<file path="config.mk">
export PLATFORM = sky130hd
export DESIGN_NAME = srlatch_bank_ctrl
export DESIGN_NICKNAME = d
export VERILOG_FILES = /design/src/rtl/srlatch_bank_ctrl.sv
export SDC_FILE = /design/constraint.sdc
export NUM_CORES = 1
export LEC_CHECK = 0
export CAP_MARGIN = 15
export CORE_UTILIZATION = 33
export CTS_BUF_LIST = sky130_fd_sc_hd__clkbuf_4
export DETAILED_ROUTE_END_ITERATION = 12
export PLACE_DENSITY = 0.64
export SLEW_MARGIN = 20
export SYNTH_ARGS = -nofsm -noshare
export SYNTH_HDL_FRONTEND = slang
export SYNTH_SLANG_ARGS = --single-unit
export TNS_END_PERCENT = 20
</file>
<file path="constraint.sdc">
create_clock -name ck -period 3.3 [get_ports ck]
set_input_delay 0.495 -clock ck [delete_from_list [all_inputs] [get_ports ck]]
set_output_delay 0.495 -clock ck [all_outputs]
set_load 0.01 [all_outputs]
</file>
<file path="src/rtl/srlatch_bank_ctrl.sv">
// Sequencer for a bank of active-low set/reset latches. Converts single
// write / clear-all / set-all commands into timed, non-overlapping nset/nrst
// strobes, then reads q/nq back and reports a pass/fail response.
module srlatch_bank_ctrl #(
  parameter int N        = 8,
  parameter int PULSE_W  = 2,
  parameter int GAP      = 1,
  parameter int INIT_CLR = 1,
  localparam int IW      = $clog2((N < 2) ? 2 : N)
) (
  input  logic          ck,
  input  logic          nrst,
  input  logic          req_valid,
  output logic          req_ready,
  input  logic [1:0]    req_op,
  input  logic [IW-1:0] req_idx,
  input  logic          req_val,
  output logic          resp_valid,
  output logic          resp_err,
  output logic          busy,
  output logic [N-1:0]  lat_nset,
  output logic [N-1:0]  lat_nrst,
  input  logic [N-1:0]  lat_q,
  input  logic [N-1:0]  lat_nq
);

  localparam int CMAX = (PULSE_W > GAP) ? PULSE_W : GAP;
  localparam int CW   = $clog2(CMAX + 1);
  localparam logic [CW-1:0] PW_LAST  = CW'(PULSE_W - 1);
  localparam logic [CW-1:0] GAP_LAST = CW'((GAP > 0) ? GAP - 1 : 0);

  typedef enum logic [2:0] {
    S_INIT, S_IDLE, S_SETUP, S_PULSE, S_HOLD, S_CHECK, S_RESP
  } state_t;

  state_t        state, state_n;
  logic [CW-1:0] cnt, cnt_n;
  logic [1:0]    op_r, op_n;
  logic [IW-1:0] idx_r, idx_n;
  logic          val_r, val_n;
  logic          bad_r, bad_n;   // op3 or out-of-range index: time it, drive nothing
  logic          init_r, init_n; // internal clear-all after reset, no response
  logic [N-1:0]  sel_n, sel_cur, set_low, rst_low;
  logic          err;

  // Next-state and command capture; phase lengths counted down in cnt
  always_comb begin
    state_n = state;
    cnt_n   = cnt;
    op_n    = op_r;
    idx_n   = idx_r;
    val_n   = val_r;
    bad_n   = bad_r;
    init_n  = init_r;
    case (state)
      S_INIT: begin
        op_n    = 2'd1;
        idx_n   = '0;
        val_n   = 1'b0;
        bad_n   = 1'b0;
        init_n  = 1'b1;
        state_n = (GAP > 0) ? S_SETUP : S_PULSE;
        cnt_n   = (GAP > 0) ? GAP_LAST : PW_LAST;
      end
      S_IDLE: begin
        if (req_valid && req_ready) begin
          op_n    = req_op;
          idx_n   = req_idx;
          val_n   = req_val;
          bad_n   = (req_op == 2'd3) || (req_op == 2'd0 && int'(req_idx) >= N);
          init_n  = 1'b0;
          state_n = (GAP > 0) ? S_SETUP : S_PULSE;
          cnt_n   = (GAP > 0) ? GAP_LAST : PW_LAST;
        end
      end
      S_SETUP: begin
        if (cnt == '0) begin
          state_n = S_PULSE;
          cnt_n   = PW_LAST;
        end else begin
          cnt_n = cnt - 1'b1;
        end
      end
      S_PULSE: begin
        if (cnt == '0) begin
          if (GAP > 0) begin
            state_n = S_HOLD;
            cnt_n   = GAP_LAST;
          end else begin
            state_n = init_r ? S_IDLE : S_CHECK;
          end
        end else begin
          cnt_n = cnt - 1'b1;
        end
      end
      S_HOLD: begin
        if (cnt == '0) state_n = init_r ? S_IDLE : S_CHECK;
        else           cnt_n   = cnt - 1'b1;
      end
      S_CHECK: state_n = S_RESP;
      S_RESP:  state_n = S_IDLE;
      default: state_n = S_IDLE;
    endcase
  end

  // Strobe masks for the coming cycle and readback error check in CHECK
  always_comb begin
    set_low = '0;
    rst_low = '0;
    sel_n   = '0;
    sel_cur = '0;
    for (int i = 0; i < N; i++) begin
      sel_n[i]   = (int'(idx_n) == i);
      sel_cur[i] = (int'(idx_r) == i);
    end
    // Only one of set/reset is ever selected per latch, so they cannot overlap
    if (state_n == S_PULSE && !bad_n) begin
      case (op_n)
        2'd0: if (val_n) set_low = sel_n; else rst_low = sel_n;
        2'd1: rst_low = '1;
        2'd2: set_low = '1;
        default: ;
      endcase
    end
    err = bad_r;
    case (op_r)
      2'd0: err = err | (|(sel_cur & (lat_q ^ {N{val_r}})))
                      | (|(sel_cur & (lat_nq ^ {N{~val_r}})));
      2'd1: err = err | (|lat_q) | ~(&lat_nq);
      2'd2: err = err | ~(&lat_q) | (|lat_nq);
      default: err = 1'b1;
    endcase
  end

  // State and registered outputs; the readback is captured at the CHECK edge
  always_ff @(posedge ck) begin
    if (!nrst) begin
      state      <= (INIT_CLR != 0) ? S_INIT : S_IDLE;
      cnt        <= '0;
      op_r       <= '0;
      idx_r      <= '0;
      val_r      <= 1'b0;
      bad_r      <= 1'b0;
      init_r     <= 1'b0;
      lat_nset   <= '1;
      lat_nrst   <= '1;
      req_ready  <= 1'b0;
      resp_valid <= 1'b0;
      resp_err   <= 1'b0;
      busy       <= 1'b1;
    end else begin
      state      <= state_n;
      cnt        <= cnt_n;
      op_r       <= op_n;
      idx_r      <= idx_n;
      val_r      <= val_n;
      bad_r      <= bad_n;
      init_r     <= init_n;
      lat_nset   <= ~set_low;
      lat_nrst   <= ~rst_low;
      req_ready  <= (state_n == S_IDLE);
      resp_valid <= (state_n == S_RESP);
      resp_err   <= (state_n == S_RESP) && err;
      busy       <= (state_n != S_IDLE);
    end
  end

endmodule

</file>
Word level (Yosys, flattened, before mapping) --
Cells that the tools add are included.
Cells by class: multiplexer cells 28, bitwise gates (word level) 15, $add $sub $neg 1, equal/unequal tests 30, reduce and logical (&&, ||, !) cells 20
Operator list (number):
- == test 3 bit (second input constant) | 11
- 2-to-1 mux 8 bit | 4
- case mux 8 bit (2 select lines) | 2
- OR reduction 8 bit | 4
- == test 3 x 2 -> 1 bit (second input constant) | 7
- 2-to-1 mux 3 bit | 6
- case mux 3 bit (6 select lines) | 1
- AND 8 bit | 2
- inverter 8 bit | 2
- AND reduction 8 bit | 2
- bitwise XOR 8 bit | 2
- == test 3 x 1 -> 1 bit (second input constant) | 4
- 2-to-1 mux 2 bit | 5
- case mux 2 bit (5 select lines) | 1
- logical NOT 3 bit | 3
- == test 2 bit (second input constant) | 3
- logical NOT 2 bit | 3
- OR 1 bit | 6
- case mux 1 bit (2 select lines) | 3
- case mux 3 bit (2 select lines) | 1
- nonzero test 5 bit | 1
- == test 2 x 1 -> 1 bit (second input constant) | 2
- != test 2 bit (second input constant) | 2
- case mux 2 bit (2 select lines) | 1
- other kinds (10) | 16
Word-level totals: word-level logic and storage cells 107, output and inout port bits 20, register bits 33, input bits 25

Depth between registers and ports, before layout --
Gate-level depths: netlist of the first run.
word-level depth 8, gate-level depth with buffers 8, gate-level depth less buffers 7

Worst setup path after synthesis of the first run --
Ideal clock, no wire load.
kind input to register, from in lat_nq[4], to reg resp_err, library setup time 0.139 ns, required time 3.161 ns, arrival 1.574 ns, stages on the path 5, path slack 1.587 ns, cell sequence or4b_2 -> nor3_1 -> nand4b_1 -> a21oi_1 -> a211oi_1
On the way: cells in the longest elaborated chain, start to end 6, elaborated cells between the ends (all ways) 11, classes of those cells 1 x mux; 6 x bitwise; 4 x reduce/logical
Ends and longest elaborated chain:
- start: declaration | RTL line 24 | input logic [N-1:0] lat_nq
- bitwise XOR 8 bit | RTL line 128 | | (|(sel_cur & (lat_nq ^ {N{~val_r}})));
- AND 8 bit | RTL line 128
- OR reduction 8 bit | RTL line 128
- OR 1 bit | RTL line 128
- case mux 1 bit (3 select lines) * | RTL line 126 | case (op_r)
- logical AND 1 bit * | RTL line 163 | resp_err <= (state_n == S_RESP) && err;
- end signal: assignment | RTL line 163
- end: declaration | RTL line 19 | output logic resp_err,
Every way passes the cells marked *; elsewhere a longest branch is shown, timed or not. A chain may end at the register's enable or synchronous reset.

Worst setup path in the final report of the first run --
from in req_valid, to reg lat_nset[4]
On the way: cells in the longest elaborated chain, start to end 8, elaborated cells between the ends (all ways) 21, classes of those cells 3 x eq/ne; 13 x mux; 1 x bitwise; 4 x reduce/logical
Ends and longest elaborated chain:
- start: declaration | RTL line 13 | input logic req_valid,
- logical AND 1 bit * | RTL line 66 | if (req_valid && req_ready) begin
- 2-to-1 mux 3 bit | RTL line 66
- case mux 3 bit (2 select lines) | RTL line 55 | case (state)
- == test 3 bit | RTL line 113 | sel_n[i] = (int'(idx_n) == i);
- 2-to-1 mux 8 bit | RTL line 119 | 2'd0: if (val_n) set_low = sel_n; else rst_low = sel_n;
- case mux 8 bit (2 select lines) | RTL line 118 | case (op_n)
- 2-to-1 mux 8 bit * | RTL line 117 | if (state_n == S_PULSE && !bad_n) begin
- inverter 8 bit * | RTL line 159 | lat_nset <= ~set_low;
- end signal: assignment | RTL line 159
- end: declaration | RTL line 21 | output logic [N-1:0] lat_nset,
Marked as above.

==> metrics.txt, run 1 <==
Starting Density=0.345; largest family of logic cells by synthesized area=simple AND/OR/NAND/NOR gates; Via Count=1748; Congestion Overflow GR=0; first-pass GRT wire length=7.62 mm; syn_area_per_cell=8.58 sq um; CTS tree=built; Final GP Congestion=0.790; Finished Cell Area=2390 sq um; chip width=78.1 microns; LEAKAGE=0.817 nW; via/cell ratio=5.27; CTS Root Cell=clkbuf_4; Synth warnings=0; Pins Over Slew Limit=0; Max Fclk=0.446 GHz; worst-margin pin slew=0.810 ns; Cell variety after synth=54; # clock sinks=33; Post-DP HPWL=3.30 mm; Synth Net Count=251; final hold violation count=0; clock skew=0.0107 ns; Die Y=78.1 microns; peak supply drop=0.331 mV; predominant post-synthesis flop cell=dfxtp_1; MaxCap Viol Count=0; Tmin final=2.24 ns; Post-synth ARST share=0; crit-path max FO=10; CORE AREA=5540 sq um; DR WL/cell=13.5 microns; Clock Path Buffers=2; Placement Cell Area=2340 sq um; Die Footprint=6110 sq um; WHS=0.523 ns; 1st-iter DRT viols=122; first-pass iteration count of the detailed router=4; RSZ-0062 raised after global routing=no; site row count=27; Port Buffer Count=44; Crit. End Element=flop; clk_lat worst skew=0.33 ns; post-synthesis mux area share=0.0170; num ports=45; CTS Buf Count=5; initial antenna violation count=0; Diodes inserted=0; fin nets=287; EDFF count, synth=0; Hold Buf Count CTS=0; drc violations=0; Post-Syn Instances=223; GRT Overall Usage=0.158; HP Class=reg -> reg; cell area after synthesis=1910 sq um; Detailed Route WL=4.49 mm; share of cells above drive strength 1=0.0731; Synth Area in Adders=0.0249; critical path type=in -> reg; Slew headroom=0.459; aggregate negative setup slack=0 ns; Final ANT Viol Nets=0; post-synthesis compound-gate area fraction=0.224; post-synthesis xor/xnor area fraction=0.0183; sequential share of the synthesized area=0.345; commonest non-fill, non-tap cell in the layout=clkdlybuf4s50_1; Startpoint Class=primary input; final setup vio count=0; H-tree levels=2; Cell Pwr Density=482 nW/um^2; status=completed; commonest non-fill, non-tap cells in the layout=clkdlybuf4s50_1 (44), dfxtp_1 (33), nor4_1 (17); clk slew on worst S/H paths=0.10 ns; post-cts resize count=0; CP required=3.51 ns; synthesized flop and latch total=33; Final Cycle Share=0.680; Data arrival, critical path=2.45 ns; largest net degree at the start of global routing=23; Synth Area in Simple Gates=0.303; Final Power=1.15 mW; setup bufs post-CTS=0; vias in the first global route=1681; area grow syn2layout=25.2%
==> registers in the layout, summed over array words and instances (netlist names) <==
signal	flops
cnt	2
lat_nrst	8
val_r	1
req_ready	1
state	3
idx_r	3
init_r	1
bad_r	1
resp_valid	1
lat_nset	8
resp_err	1
op_r	2
busy	1
==> path summary, 6_finish.rpt <==
check | depth (start not counted) | from | endpoint | slack (ns)
min | 2 | cnt[1]$_SDFFE_PN0P_ | cnt[1]$_SDFFE_PN0P_ | 0.52
max reg2reg | 5 | state[2]$_SDFF_PN0_ | lat_nset[4]$_SDFF_PN1_ | 1.19
min reg2reg | 2 | cnt[1]$_SDFFE_PN0P_ | cnt[1]$_SDFFE_PN0P_ | 0.52
max | 6 | req_valid | lat_nset[4]$_SDFF_PN1_ | 1.06
==> critical path: stages <==
cell and delay [ns]:
clkdlybuf4s50_1 0.51, nor4bb_4 0.54, a22o_1 0.23, a22oi_2 0.12, nor2_1 0.41, o21ai_1 0.13
==> stage by stage <==
step | instances | util | setup slack [ns]
after floorplan | 223 | - | 1.59
after global placement | 324 | 0.423 | 0.781
after detailed placement | 324 | 0.423 | 0.699
after CTS | 332 | 0.432 | 1.06
after global routing | 332 | 0.432 | 0.764
final | 332 | 0.432 | 1.06
==> synthesized netlist by cell type, types with 2 or more instances <==
library cell / number / area (sq um)
a21oi_1: 13 / 65.1
nor3_1: 5 / 25.0
buf_2: 4 / 20.0
a21o_1: 2 / 15.0
a31oi_2: 2 / 25.0
dfxtp_1: 33 / 661
nand3_1: 5 / 25.0
nor2_1: 10 / 37.5
a31o_1: 2 / 17.5
nor4_1: 17 / 106
o21ai_0: 15 / 75.1
ha_1: 3 / 37.5
nor3b_1: 2 / 15.0
or4b_2: 2 / 20.0
xnor2_1: 3 / 26.3
a32oi_1: 2 / 17.5
a211oi_1: 3 / 22.5
nand3_2: 2 / 20.0
nand4b_1: 2 / 17.5
nand2_1: 13 / 48.8
clkbuf_1: 6 / 22.5
and2_1: 10 / 62.6
nor2b_1: 7 / 43.8
and3_1: 2 / 12.5
inv_1: 8 / 30.0
o21ai_1: 12 / 60.1
nand2b_1: 6 / 37.5
buf_6: 5 / 56.3
and3b_1: 2 / 17.5
==> final cells by class <==
cell class                 instances  area (sq um)
clock buffer                       5          37.5
clock inverter                     3          12.5
fill                             597          3150
inverter                           8          30.0
multi-input combinational        167          1120
sequential                        33           661
tap                               72          90.1
timing repair buffer              44           440
==> metal layers <==
| layer | part of all wire | routed length (microns) | track usage |
|---|---|---|---|
| met1 | 0.46 | 2090 | 0.204 |
| met2 | 0.49 | 2200 | 0.255 |
| met3 | 0.037 | 168 | 0.0360 |
| met4 | 0.0087 | 39 | 0.0611 |
| met5 | 0 | 0 | 0 |
==> cells by family after synthesis <==
family	count (synthesis)
muxes	2
buffers and inverters	23
xor gates and xnor gates	4
DFF	33
and+or+nand+nor	94
AOI/OAI and AO/OA	63
adders and majority gates	4
==> report_power, final <==
part           switching [mW]  leakage [nW]  internal (mW)
combinational           0.208         0.518          0.200
sequential             0.0774         0.269          0.460
clock                   0.130        0.0300         0.0769
Power figures use the tool's default switching activity.
==> run 2, diff against run 1 <==
==> constraint.sdc (replaced) <==
create_clock -name ck -period 2.25 [get_ports ck]
set_input_delay 0.3375 -clock ck [delete_from_list [all_inputs] [get_ports ck]]
set_output_delay 0.3375 -clock ck [all_outputs]
set_load 0.01 [all_outputs]
==> run 2 against run 1 <==
Effect of this change: die area is the same; core utilization increased by 1.5 points; cell count increased by 2.1%; final area grew 3.4%; non-clock buffer count up 7; critical path depth decreased by 1; flip-flop and latch count did not move; combinational power is 63% higher; setup slack worse by 0.74 ns; wire length increased by 1.7%; clock-buffer cell count rose by 1; critical endpoint is now lat_nrst[1]$_SDFF_PN1_; largest power group unchanged; highest routed layer unchanged.
==> metrics.txt, run 2 (synthesis gave the netlist of run 1 again) <==
Die Footprint=6110 sq um (unchanged); aggregate negative setup slack=0 ns (unchanged); CP startpoint=state[2]$_SDFF_PN0_; largest net degree at the start of global routing=16 (-30%); Slowest cell on crit path=dfxtp_1; Congestion Overflow GR=0 (unchanged); Finished Cell Area=2480 sq um (+3.4%); MaxCap Viol Count=0 (unchanged); final hold violation count=0 (unchanged); worst stage delay on the critical path=0.44 ns (-0.10 ns); # clock sinks=33 (unchanged); Non-Filler Instances=339 (+2.1%); H-tree levels=2 (unchanged); initial antenna violation count=0 (unchanged); Final Power=1.87 mW (+62%); DR WL/cell=13.5 microns (-0.41%); peak supply drop=0.480 mV (+45%); clk_lat worst skew=0.34 ns (about the same); critical path type=reg -> reg; num ports=45 (unchanged); Pins Over Slew Limit=0 (unchanged); CORE AREA=5540 sq um (unchanged); RSZ-0062 raised after global routing=no; share of cells above drive strength 1=0.101 (+0.0280); drc violations=0 (unchanged); Die Y=78.1 microns (unchanged); Final Cycle Share=0.860; Detailed Route WL=4.57 mm (+1.7%); launching point of the worst reg2reg path=state[2]$_SDFF_PN0_; HP Class=reg -> reg; first-pass GRT wire length=7.87 mm (+3.3%); Crit. End Element=flop; Max Fclk=0.517 GHz; 1st-iter DRT viols=134 (+9.8%); first-pass iteration count of the detailed router=4 (unchanged); top flop regs=lat_nrst: 8 flops, lat_nset: 8 flops; Placement Cell Area=2400 sq um (+2.2%); setup bufs post-CTS=0 (unchanged); CTS tree=built; chip width=78.1 microns (unchanged); hold_sp=cnt[1]$_SDFFE_PN0P_; status=completed; FILL cells=578 (-3.2%); Via Count=1770 (+1.3%); site row count=27 (unchanged); Final GP Congestion=0.819 (+3.7%); Tmin final=1.94 ns; Slew headroom=0.644 (+0.185); crit-path leading delay family=simple AND/OR/NAND/NOR gates; CP Cell Sequence=or2_1 > o2bb2ai_2 > a31o_1 > nor4_1 > o21ai_1; fin util=0.447 (+0.0147); Hold Buf Count CTS=0 (unchanged); Startpoint Class=flop; final setup vio count=0 (unchanged); Port Buffer Count=44 (unchanged); commonest non-fill, non-tap cells in the layout=clkdlybuf4s50_1 (44), dfxtp_1 (33), nor4_1 (17); clk slew on worst S/H paths=0.10 ns (about the same); Buffers & Inverters on Critical Path=0 (-1); LEAKAGE=0.867 nW (+6.1%); Cell Pwr Density=756 nW/um^2 (+57%); DP Cell Count=331 (+2.2%); Data arrival, critical path=2.14 ns (-0.31 ns); vias in the first global route=1616 (-3.9%); Post-DP HPWL=3.43 mm (+4.2%); via/cell ratio=5.22 (-0.83%); Final ANT Viol Nets=0 (unchanged); commonest non-fill, non-tap cell in the layout=clkdlybuf4s50_1; GRT Overall Usage=0.164 (+0.00554); CTS Root Cell=clkbuf_4; post-cts resize count=0 (unchanged); Starting Density=0.345 (unchanged); CP required=2.45 ns (-1.06 ns); Clock Path Buffers=2 (unchanged); fin nets=294 (+2.4%); Diodes inserted=0 (unchanged); worst-margin pin slew=0.534 ns (-0.276 ns); clock skew=0.0102 ns (-0.000581 ns); crit-path max FO=12 (+2); CTS Buf Count=5 (unchanged); area grow syn2layout=29.4%
## run 2: worst min-delay path, cell delays in order, from the launching register on
cell	delay [ns]
dfxtp_1	0.35
inv_1	0.08
a211oi_1	0.06
## run 2: area by class of cell
class	instances	area [sq um]	share of cell area
Multi-Input combinational cell	167	1120	0.454
Sequential cell	33	661	0.267
Timing Repair Buffer	51	493	0.199
Tap cell	72	90.1	0.0364
Clock buffer	6	45.0	0.0182
Clock inverter	2	33.8	0.0136
Inverter	8	30.0	0.0121
## run 2: stage by stage
step,hold slack [ns],setup WS (ns)
global route,0.575,0.182
detailed placement,0.511,0.0741
floorplan,0.475,0.558
CTS,0.528,0.317
global placement,0.501,0.0831
finish,0.523,0.315
## run 2: metal layers
| metal | GRT usage | part of all wire |
|---|---|---|
| met1 | 0.222 | 0.50 |
| met5 | 0 | 0 |
| met2 | 0.256 | 0.45 |
| met4 | 0.0389 | 0.010 |
| met3 | 0.0465 | 0.041 |
## run 2: path summary, 6_finish.rpt
path,end,slack [ns],depth (start not counted)
setup / recovery,lat_nrst[1]$_SDFF_PN1_,0.31,5
hold / removal,cnt[1]$_SDFFE_PN0P_,0.52,2
setup reg to reg,lat_nrst[1]$_SDFF_PN1_,0.31,5
hold reg to reg,cnt[1]$_SDFFE_PN0P_,0.52,2
## run 2: report_power, final
group | switching [mW] | internal (mW) | leakage (nW)
logic | 0.339 | 0.326 | 0.554
clock network | 0.199 | 0.243 | 0.0433
registers | 0.0904 | 0.675 | 0.269
